`src/rtl/run_det_sched_if.sv`:
```
// Requester-side bus of the run detector scheduler: requests, frames, grants and results.
interface run_det_sched_if #(
    parameter int unsigned NREQ    = 4,
    parameter int unsigned FRAME_W = 8,
    parameter int unsigned ID_W    = $clog2(NREQ),
    parameter int unsigned CNT_W   = $clog2(FRAME_W + 1)
);
    logic [NREQ-1:0]         req;
    logic [NREQ*FRAME_W-1:0] data;
    logic [NREQ-1:0]         gnt;
    logic                    busy;
    logic                    done;
    logic [ID_W-1:0]         res_id;
    logic [FRAME_W-1:0]      res_mask;
    logic [CNT_W-1:0]        res_hits;

    modport master (
        output req, data,
        input  gnt, busy, done, res_id, res_mask, res_hits
    );

    modport slave (
        input  req, data,
        output gnt, busy, done, res_id, res_mask, res_hits
    );
endinterface

```
`src/rtl/run_det_sched.sv`:
```
// Round-robin scheduler sharing one serial 4-equal-bit run detector among NREQ requesters.
// Each granted frame is shifted MSB-first through a freshly cleared detector.
module run_det_sched #(
    parameter int unsigned NREQ    = 4,
    parameter int unsigned FRAME_W = 8,
    parameter int unsigned ID_W    = $clog2(NREQ),
    parameter int unsigned CNT_W   = $clog2(FRAME_W + 1)
) (
    input  logic             clk,
    input  logic             nReset,
    run_det_sched_if.slave   bus,
    output logic             det_rst_n,
    output logic             det_in,
    input  logic             det_out
);
    localparam int unsigned IDX_W = $clog2(FRAME_W);

    typedef enum logic [1:0] {
        ST_IDLE   = 2'd0,
        ST_CLEAR  = 2'd1,
        ST_SHIFT  = 2'd2,
        ST_REPORT = 2'd3
    } state_e;

    state_e             state_q, state_d;
    logic [ID_W-1:0]    rr_q, rr_d;
    logic [ID_W-1:0]    id_q, id_d;
    logic [FRAME_W-1:0] frame_q, frame_d;
    logic [IDX_W-1:0]   idx_q, idx_d;
    logic [FRAME_W-1:0] acc_q, acc_d;
    logic [NREQ-1:0]    gnt_q, gnt_d;
    logic               busy_q, busy_d;
    logic               done_q, done_d;
    logic               det_rst_n_q, det_rst_n_d;
    logic               det_in_q, det_in_d;
    logic [ID_W-1:0]    res_id_q, res_id_d;
    logic [FRAME_W-1:0] res_mask_q, res_mask_d;
    logic [CNT_W-1:0]   res_hits_q, res_hits_d;

    logic               found;
    logic [ID_W-1:0]    pick;
    logic [FRAME_W-1:0] frames [NREQ];

    for (genvar g = 0; g < NREQ; g++) begin : g_frames
        assign frames[g] = bus.data[g*FRAME_W +: FRAME_W];
    end

    function automatic logic [CNT_W-1:0] popcnt(input logic [FRAME_W-1:0] v);
        logic [CNT_W-1:0] c;
        c = '0;
        for (int unsigned i = 0; i < FRAME_W; i++) begin
            c = c + CNT_W'(v[i]);
        end
        return c;
    endfunction

    // First set request at or above the rotation pointer, wrapping around.
    always_comb begin
        int unsigned j;
        j     = 0;
        found = 1'b0;
        pick  = '0;
        for (int unsigned i = 0; i < NREQ; i++) begin
            j = 32'(rr_q) + i;
            if (j >= NREQ) j = j - NREQ;
            if (!found && bus.req[ID_W'(j)]) begin
                found = 1'b1;
                pick  = ID_W'(j);
            end
        end
    end

    always_comb begin
        state_d     = state_q;
        rr_d        = rr_q;
        id_d        = id_q;
        frame_d     = frame_q;
        idx_d       = idx_q;
        acc_d       = acc_q;
        gnt_d       = '0;
        done_d      = 1'b0;
        det_rst_n_d = 1'b1;
        det_in_d    = det_in_q;
        res_id_d    = res_id_q;
        res_mask_d  = res_mask_q;
        res_hits_d  = res_hits_q;

        case (state_q)
            ST_IDLE: begin
                det_in_d = 1'b0;
                if (found) begin
                    state_d     = ST_CLEAR;
                    gnt_d[pick] = 1'b1;
                    frame_d     = frames[pick];
                    id_d        = pick;
                    rr_d        = (pick == ID_W'(NREQ - 1)) ? '0 : pick + 1'b1;
                    det_rst_n_d = 1'b0;
                end
            end
            ST_CLEAR: begin
                state_d  = ST_SHIFT;
                det_in_d = frame_q[FRAME_W-1];
                frame_d  = frame_q << 1;
                idx_d    = IDX_W'(FRAME_W - 1);
                acc_d    = '0;
            end
            ST_SHIFT: begin
                // det_out is Mealy on the bit currently presented, so sample before advancing.
                acc_d[idx_q] = det_out;
                det_in_d     = frame_q[FRAME_W-1];
                frame_d      = frame_q << 1;
                idx_d        = idx_q - 1'b1;
                if (idx_q == '0) begin
                    state_d    = ST_REPORT;
                    done_d     = 1'b1;
                    res_id_d   = id_q;
                    res_mask_d = acc_d;
                    res_hits_d = popcnt(acc_d);
                end
            end
            ST_REPORT: begin
                state_d  = ST_IDLE;
                det_in_d = 1'b0;
            end
            default: begin
                state_d  = ST_IDLE;
                det_in_d = 1'b0;
            end
        endcase

        busy_d = (state_d != ST_IDLE);
    end

    always_ff @(posedge clk or negedge nReset) begin
        if (!nReset) begin
            state_q     <= ST_IDLE;
            rr_q        <= '0;
            id_q        <= '0;
            frame_q     <= '0;
            idx_q       <= '0;
            acc_q       <= '0;
            gnt_q       <= '0;
            busy_q      <= 1'b0;
            done_q      <= 1'b0;
            det_rst_n_q <= 1'b0;
            det_in_q    <= 1'b0;
            res_id_q    <= '0;
            res_mask_q  <= '0;
            res_hits_q  <= '0;
        end else begin
            state_q     <= state_d;
            rr_q        <= rr_d;
            id_q        <= id_d;
            frame_q     <= frame_d;
            idx_q       <= idx_d;
            acc_q       <= acc_d;
            gnt_q       <= gnt_d;
            busy_q      <= busy_d;
            done_q      <= done_d;
            det_rst_n_q <= det_rst_n_d;
            det_in_q    <= det_in_d;
            res_id_q    <= res_id_d;
            res_mask_q  <= res_mask_d;
            res_hits_q  <= res_hits_d;
        end
    end

    assign bus.gnt      = gnt_q;
    assign bus.busy     = busy_q;
    assign bus.done     = done_q;
    assign bus.res_id   = res_id_q;
    assign bus.res_mask = res_mask_q;
    assign bus.res_hits = res_hits_q;
    assign det_rst_n    = det_rst_n_q;
    assign det_in       = det_in_q;

endmodule

```
`src/flat_wrapper.sv`:
```
// flat-port wrapper written by rule: the top's interface ports become plain ports
module run_det_sched_flat 
#(
    parameter int unsigned NREQ    = 4,
    parameter int unsigned FRAME_W = 8,
    parameter int unsigned ID_W    = $clog2(NREQ),
    parameter int unsigned CNT_W   = $clog2(FRAME_W + 1)
)
  (clk, nReset, det_rst_n, det_in, det_out, bus_req, bus_data, bus_gnt, bus_busy, bus_done, bus_res_id, bus_res_mask, bus_res_hits);
  run_det_sched_if #(.NREQ(NREQ), .FRAME_W(FRAME_W), .ID_W(ID_W), .CNT_W(CNT_W)) bus_i ();
  input  logic clk;
  input  logic nReset;
  output logic det_rst_n;
  output logic det_in;
  input  logic det_out;
  input wire logic [$bits(bus_i.req)-1:0] bus_req;
  input wire logic [$bits(bus_i.data)-1:0] bus_data;
  output wire logic [$bits(bus_i.gnt)-1:0] bus_gnt;
  output wire logic [$bits(bus_i.busy)-1:0] bus_busy;
  output wire logic [$bits(bus_i.done)-1:0] bus_done;
  output wire logic [$bits(bus_i.res_id)-1:0] bus_res_id;
  output wire logic [$bits(bus_i.res_mask)-1:0] bus_res_mask;
  output wire logic [$bits(bus_i.res_hits)-1:0] bus_res_hits;
  assign bus_i.req = bus_req;
  assign bus_i.data = bus_data;
  assign bus_gnt = bus_i.gnt;
  assign bus_busy = bus_i.busy;
  assign bus_done = bus_i.done;
  assign bus_res_id = bus_i.res_id;
  assign bus_res_mask = bus_i.res_mask;
  assign bus_res_hits = bus_i.res_hits;
  run_det_sched #(.NREQ(NREQ), .FRAME_W(FRAME_W), .ID_W(ID_W), .CNT_W(CNT_W)) u_core (.clk(clk), .nReset(nReset), .bus(bus_i), .det_rst_n(det_rst_n), .det_in(det_in), .det_out(det_out));
endmodule
```
`config.mk`:
```
export PLATFORM = sky130hd
export DESIGN_NAME = run_det_sched_flat
export DESIGN_NICKNAME = d
export VERILOG_FILES = /design/src/rtl/run_det_sched_if.sv /design/src/rtl/run_det_sched.sv /design/src/flat_wrapper.sv
export SDC_FILE = /design/constraint.sdc
export NUM_CORES = 1
export LEC_CHECK = 0
export ABC_CLOCK_PERIOD_IN_PS = 6500
export CAP_MARGIN = 25
export CELL_PAD_IN_SITES_DETAIL_PLACEMENT = 1
export CELL_PAD_IN_SITES_GLOBAL_PLACEMENT = 2
export CORE_AREA = 2 2 90 92
export CTS_CLUSTER_DIAMETER = 200
export CTS_CLUSTER_SIZE = 14
export DETAILED_ROUTE_END_ITERATION = 10
export DIE_AREA = 0 0 92 94
export GPL_TIMING_DRIVEN = 0
export PLACE_DENSITY = 0.83
export SYNTH_ARGS = -nofsm -noshare
export SYNTH_HDL_FRONTEND = slang
export SYNTH_SLANG_ARGS = --single-unit
```
`constraint.sdc`:
```
create_clock -name clk -period 6.5 [get_ports clk]
set_input_delay 1.3 -clock clk [delete_from_list [all_inputs] [get_ports clk]]
set_output_delay 1.3 -clock clk [all_outputs]
set_load 0.05 [all_outputs]
```
==> results.json <==
{
  "core_um2": 7610,
  "whs_ns": 0.489,
  "worstSetupStartpointType": "input pin",
  "status": "completed",
  "gr-usage-met2": 0.281,
  "crit_fanout": 8,
  "die_area_um2": 8650,
  "met3_usage": 0.0321,
  "critPathKind": "input pin to flip-flop",
  "drtIter0Drc": 37,
  "syn_nets": 301,
  "antenna_found_initial": 0,
  "ys_dominant_reg_cell": "dfrtp_1",
  "synth.avg_cell_area_um2": 10.0,
  "cts.clk_slew.worst_paths_ns": 0.09,
  "dieWidth_um": 92,
  "synth_edf_count": 0,
  "max_freq_mhz": 238,
  "skew_ns": 0.00397,
  "drv_cap": 0,
  "rows": 32,
  "ys_types": 35,
  "setup_tns_ns": 0,
  "cts_hold_buf": 0,
  "syn_area_um2": 2480,
  "htree_levels": 2,
  "clock_path_buffers": 2,
  "cts-root-buf": "clkbuf_8",
  "use_met1": 0.176,
  "diodes": 0,
  "wire_per_inst_um": 14.3,
  "grt_max_degree": 33,
  "pre_cts_slack_ns": 1.93,
  "worstSkewPairLatency_ns": 0.31,
  "fin_ws_ns": 2.30,
  "drive_gt1_frac": 0.0794,
  "final.min_clock_period_ns": 4.20,
  "post_cts_buffers": 0,
  "power_density_nw_per_um2": 396,
  "slew_violations": 0,
  "grt_pass1_wl_mm": 10.2,
  "viasPerCell": 4.85,
  "cts_tree": "done",
  "first_pass_iters": 4,
  "ctsResizeCount": 0,
  "finalCritPeriodShare": 0.647,
  "yosysWarnings": 0,
  "synthArstFlopShare": 1.00,
  "cp-end-kind": "flip-flop",
  "tightest_slew_ns": 0.764,
  "relSlewSlack": 0.486,
  "top_usage_layer": "met2",
  "yosysSeqAreaShare": 0.474,
  "ir_drop_mv": 0.142,
  "hold_class": "flip-flop to flip-flop",
  "leakage_uw": 0.00157,
  "cts_buffers": 5,
  "finish.net_count": 368,
  "boundaryPins": 61,
  "setup_viol": 0,
  "grt_usage": 0.151,
  "die_y_um": 94,
  "cts_sinks": 47,
  "crit_required_ns": 6.73,
  "vias": 2024,
  "grt-ovfl-total": 0,
  "rsz0062_at_grt": "false",
  "ant_nets": 0,
  "port-buffer-count": 59,
  "initial_core_util": 0.326,
  "hpwl_mm": 4.78,
  "grt_pass1_vias": 2175,
  "drc": 0,
  "worstPathArrival_ns": 4.43,
  "syn_inst": 247,
  "finalHoldViolations": 0,
  "synth-seq-cells": 47,
  "gp_congestion": 0.753,
  "wl_mm": 5.95,
  "area_delta_synth_final_pct": 33.1
}
kinds of logic after synthesis:
logic type / count (synthesis) / share of synthesized area
simple gates: 80 / 0.144
mux: 12 / 0.0903
flops: 47 / 0.474
fa+ha+maj: 15 / 0.0877
buf+inv: 38 / 0.0640
compound gates: 54 / 0.136
xor+xnor: 1 / 0.00353
per-stage QoR:
step | util | power (µW) | cells | cell area, µm²
finish | 0.434 | 1310 | 417 | 3300
global route | 0.434 | 1420 | 417 | 3300
CTS | 0.434 | 1330 | 417 | 3300
detailed placement | 0.423 | 1150 | 409 | 3210
global placement | 0.421 | 1120 | 408 | 3200
floorplan | - | 926 | 247 | 2480
critical path, stage by stage:
cell      delay (ns)
clkbuf_1        0.18
a21oi_1         0.30
inv_1           0.08
ha_1            0.30
fa_1            0.53
inv_1           0.06
fa_1            0.53
inv_1           0.05
fa_1            0.43
inv_1           0.09
fa_1            0.41
o21ai_0         0.16
power by group:
group          internal (µW)  switching, µW
clock                   75.9            104
combinational            282            417
sequential               378           50.2
total                    737            571
flip-flops by register name, summed over array words and instances (netlist names):
signal               flops
u_core.bus.done          1
u_core.bus.busy          1
u_core.rr_q              2
u_core.frame_q           8
u_core.bus.gnt           4
u_core.idx_q             3
u_core.acc_q             8
u_core.bus.res_mask      8
u_core.bus.res_hits      4
u_core.state_q           2
u_core.id_q              2
u_core.det_rst_n         1
u_core.bus.res_id        2
u_core.det_in            1
cell usage after synthesis, types with 2 or more instances:
cell | n | share of area
mux4_2 | 7 | 0.064
nand2b_1 | 2 | 0.0050
nor3_1 | 3 | 0.0060
o21ai_0 | 20 | 0.040
a21oi_1 | 11 | 0.022
buf_6 | 2 | 0.0091
nand2_1 | 43 | 0.065
or2_2 | 2 | 0.0050
o22ai_1 | 8 | 0.020
nor2b_1 | 2 | 0.0050
a21o_1 | 9 | 0.027
dfrtp_1 | 47 | 0.47
nor2_1 | 12 | 0.018
and2_1 | 6 | 0.015
inv_1 | 27 | 0.041
fa_1 | 4 | 0.032
mux2i_1 | 4 | 0.016
and3_1 | 3 | 0.0076
clkbuf_1 | 7 | 0.011
ha_1 | 11 | 0.055
nand3_1 | 3 | 0.0060
routing by layer:
| layer | share of wire | routed length [µm] | up-vias |
|---|---|---|---|
| met5 | 0 | 0 | - |
| met4 | 0.013 | 77 | 0 |
| met3 | 0.043 | 256 | 7 |
| met2 | 0.53 | 3120 | 52 |
| met1 | 0.42 | 2490 | 1004 |
| li1 | - | - | 961 |
cells in the final DEF (no fill, tap or decap), drive strengths merged, types with 2 or more instances in the layout:
cell           netlist  routed
nand2               43      43
and2                 6       6
dfrtp               47      47
fa                   4       4
mux2i                4       4
nand3                3       3
nor2                13      13
clkinv               1       3
o21ai               20      20
clkdlybuf4s50        0      58
ha                  11      11
o22ai                8       8
mux4                 8       8
a21o                 9       9
nor2b                2       2
nand2b               2       2
a21oi               11      11
buf                  3       5
and3                 3       3
clkbuf               7      12
or2                  2       2
inv                 27      28
nor3                 3       3
layout make-up:
cell class | count | area (µm²)
Clock buffer | 5 | 68.8
Buffer | 10 | 53.8
Timing Repair Buffer | 60 | 606
Multi-Input combinational cell | 162 | 1150
Sequential cell | 47 | 1180
Clock inverter | 3 | 18.8
Tap cell | 102 | 128
Inverter | 28 | 105
Fill cell | 880 | 4310
path summary, 6_finish.rpt:
kind / slack [ns] / end / startpoint / cells after the start
worst max-delay path: 2.30 / u_core.bus.res_hits[1] / det_out / 12
worst max register to register: 2.60 / u_core.bus.res_hits[1] / u_core.idx_q[2] / 13
min in group asynchronous: 0.91 / u_core.acc_q[4] / nReset / 1
worst min register to register: 0.49 / u_core.bus.res_id[1] / u_core.bus.res_id[1] / 2
max in group asynchronous: 5.10 / u_core.frame_q[0] / nReset / 2
worst min-delay path: 0.49 / u_core.bus.res_id[1] / u_core.bus.res_id[1] / 2
Power figures use the tool's default switching activity.
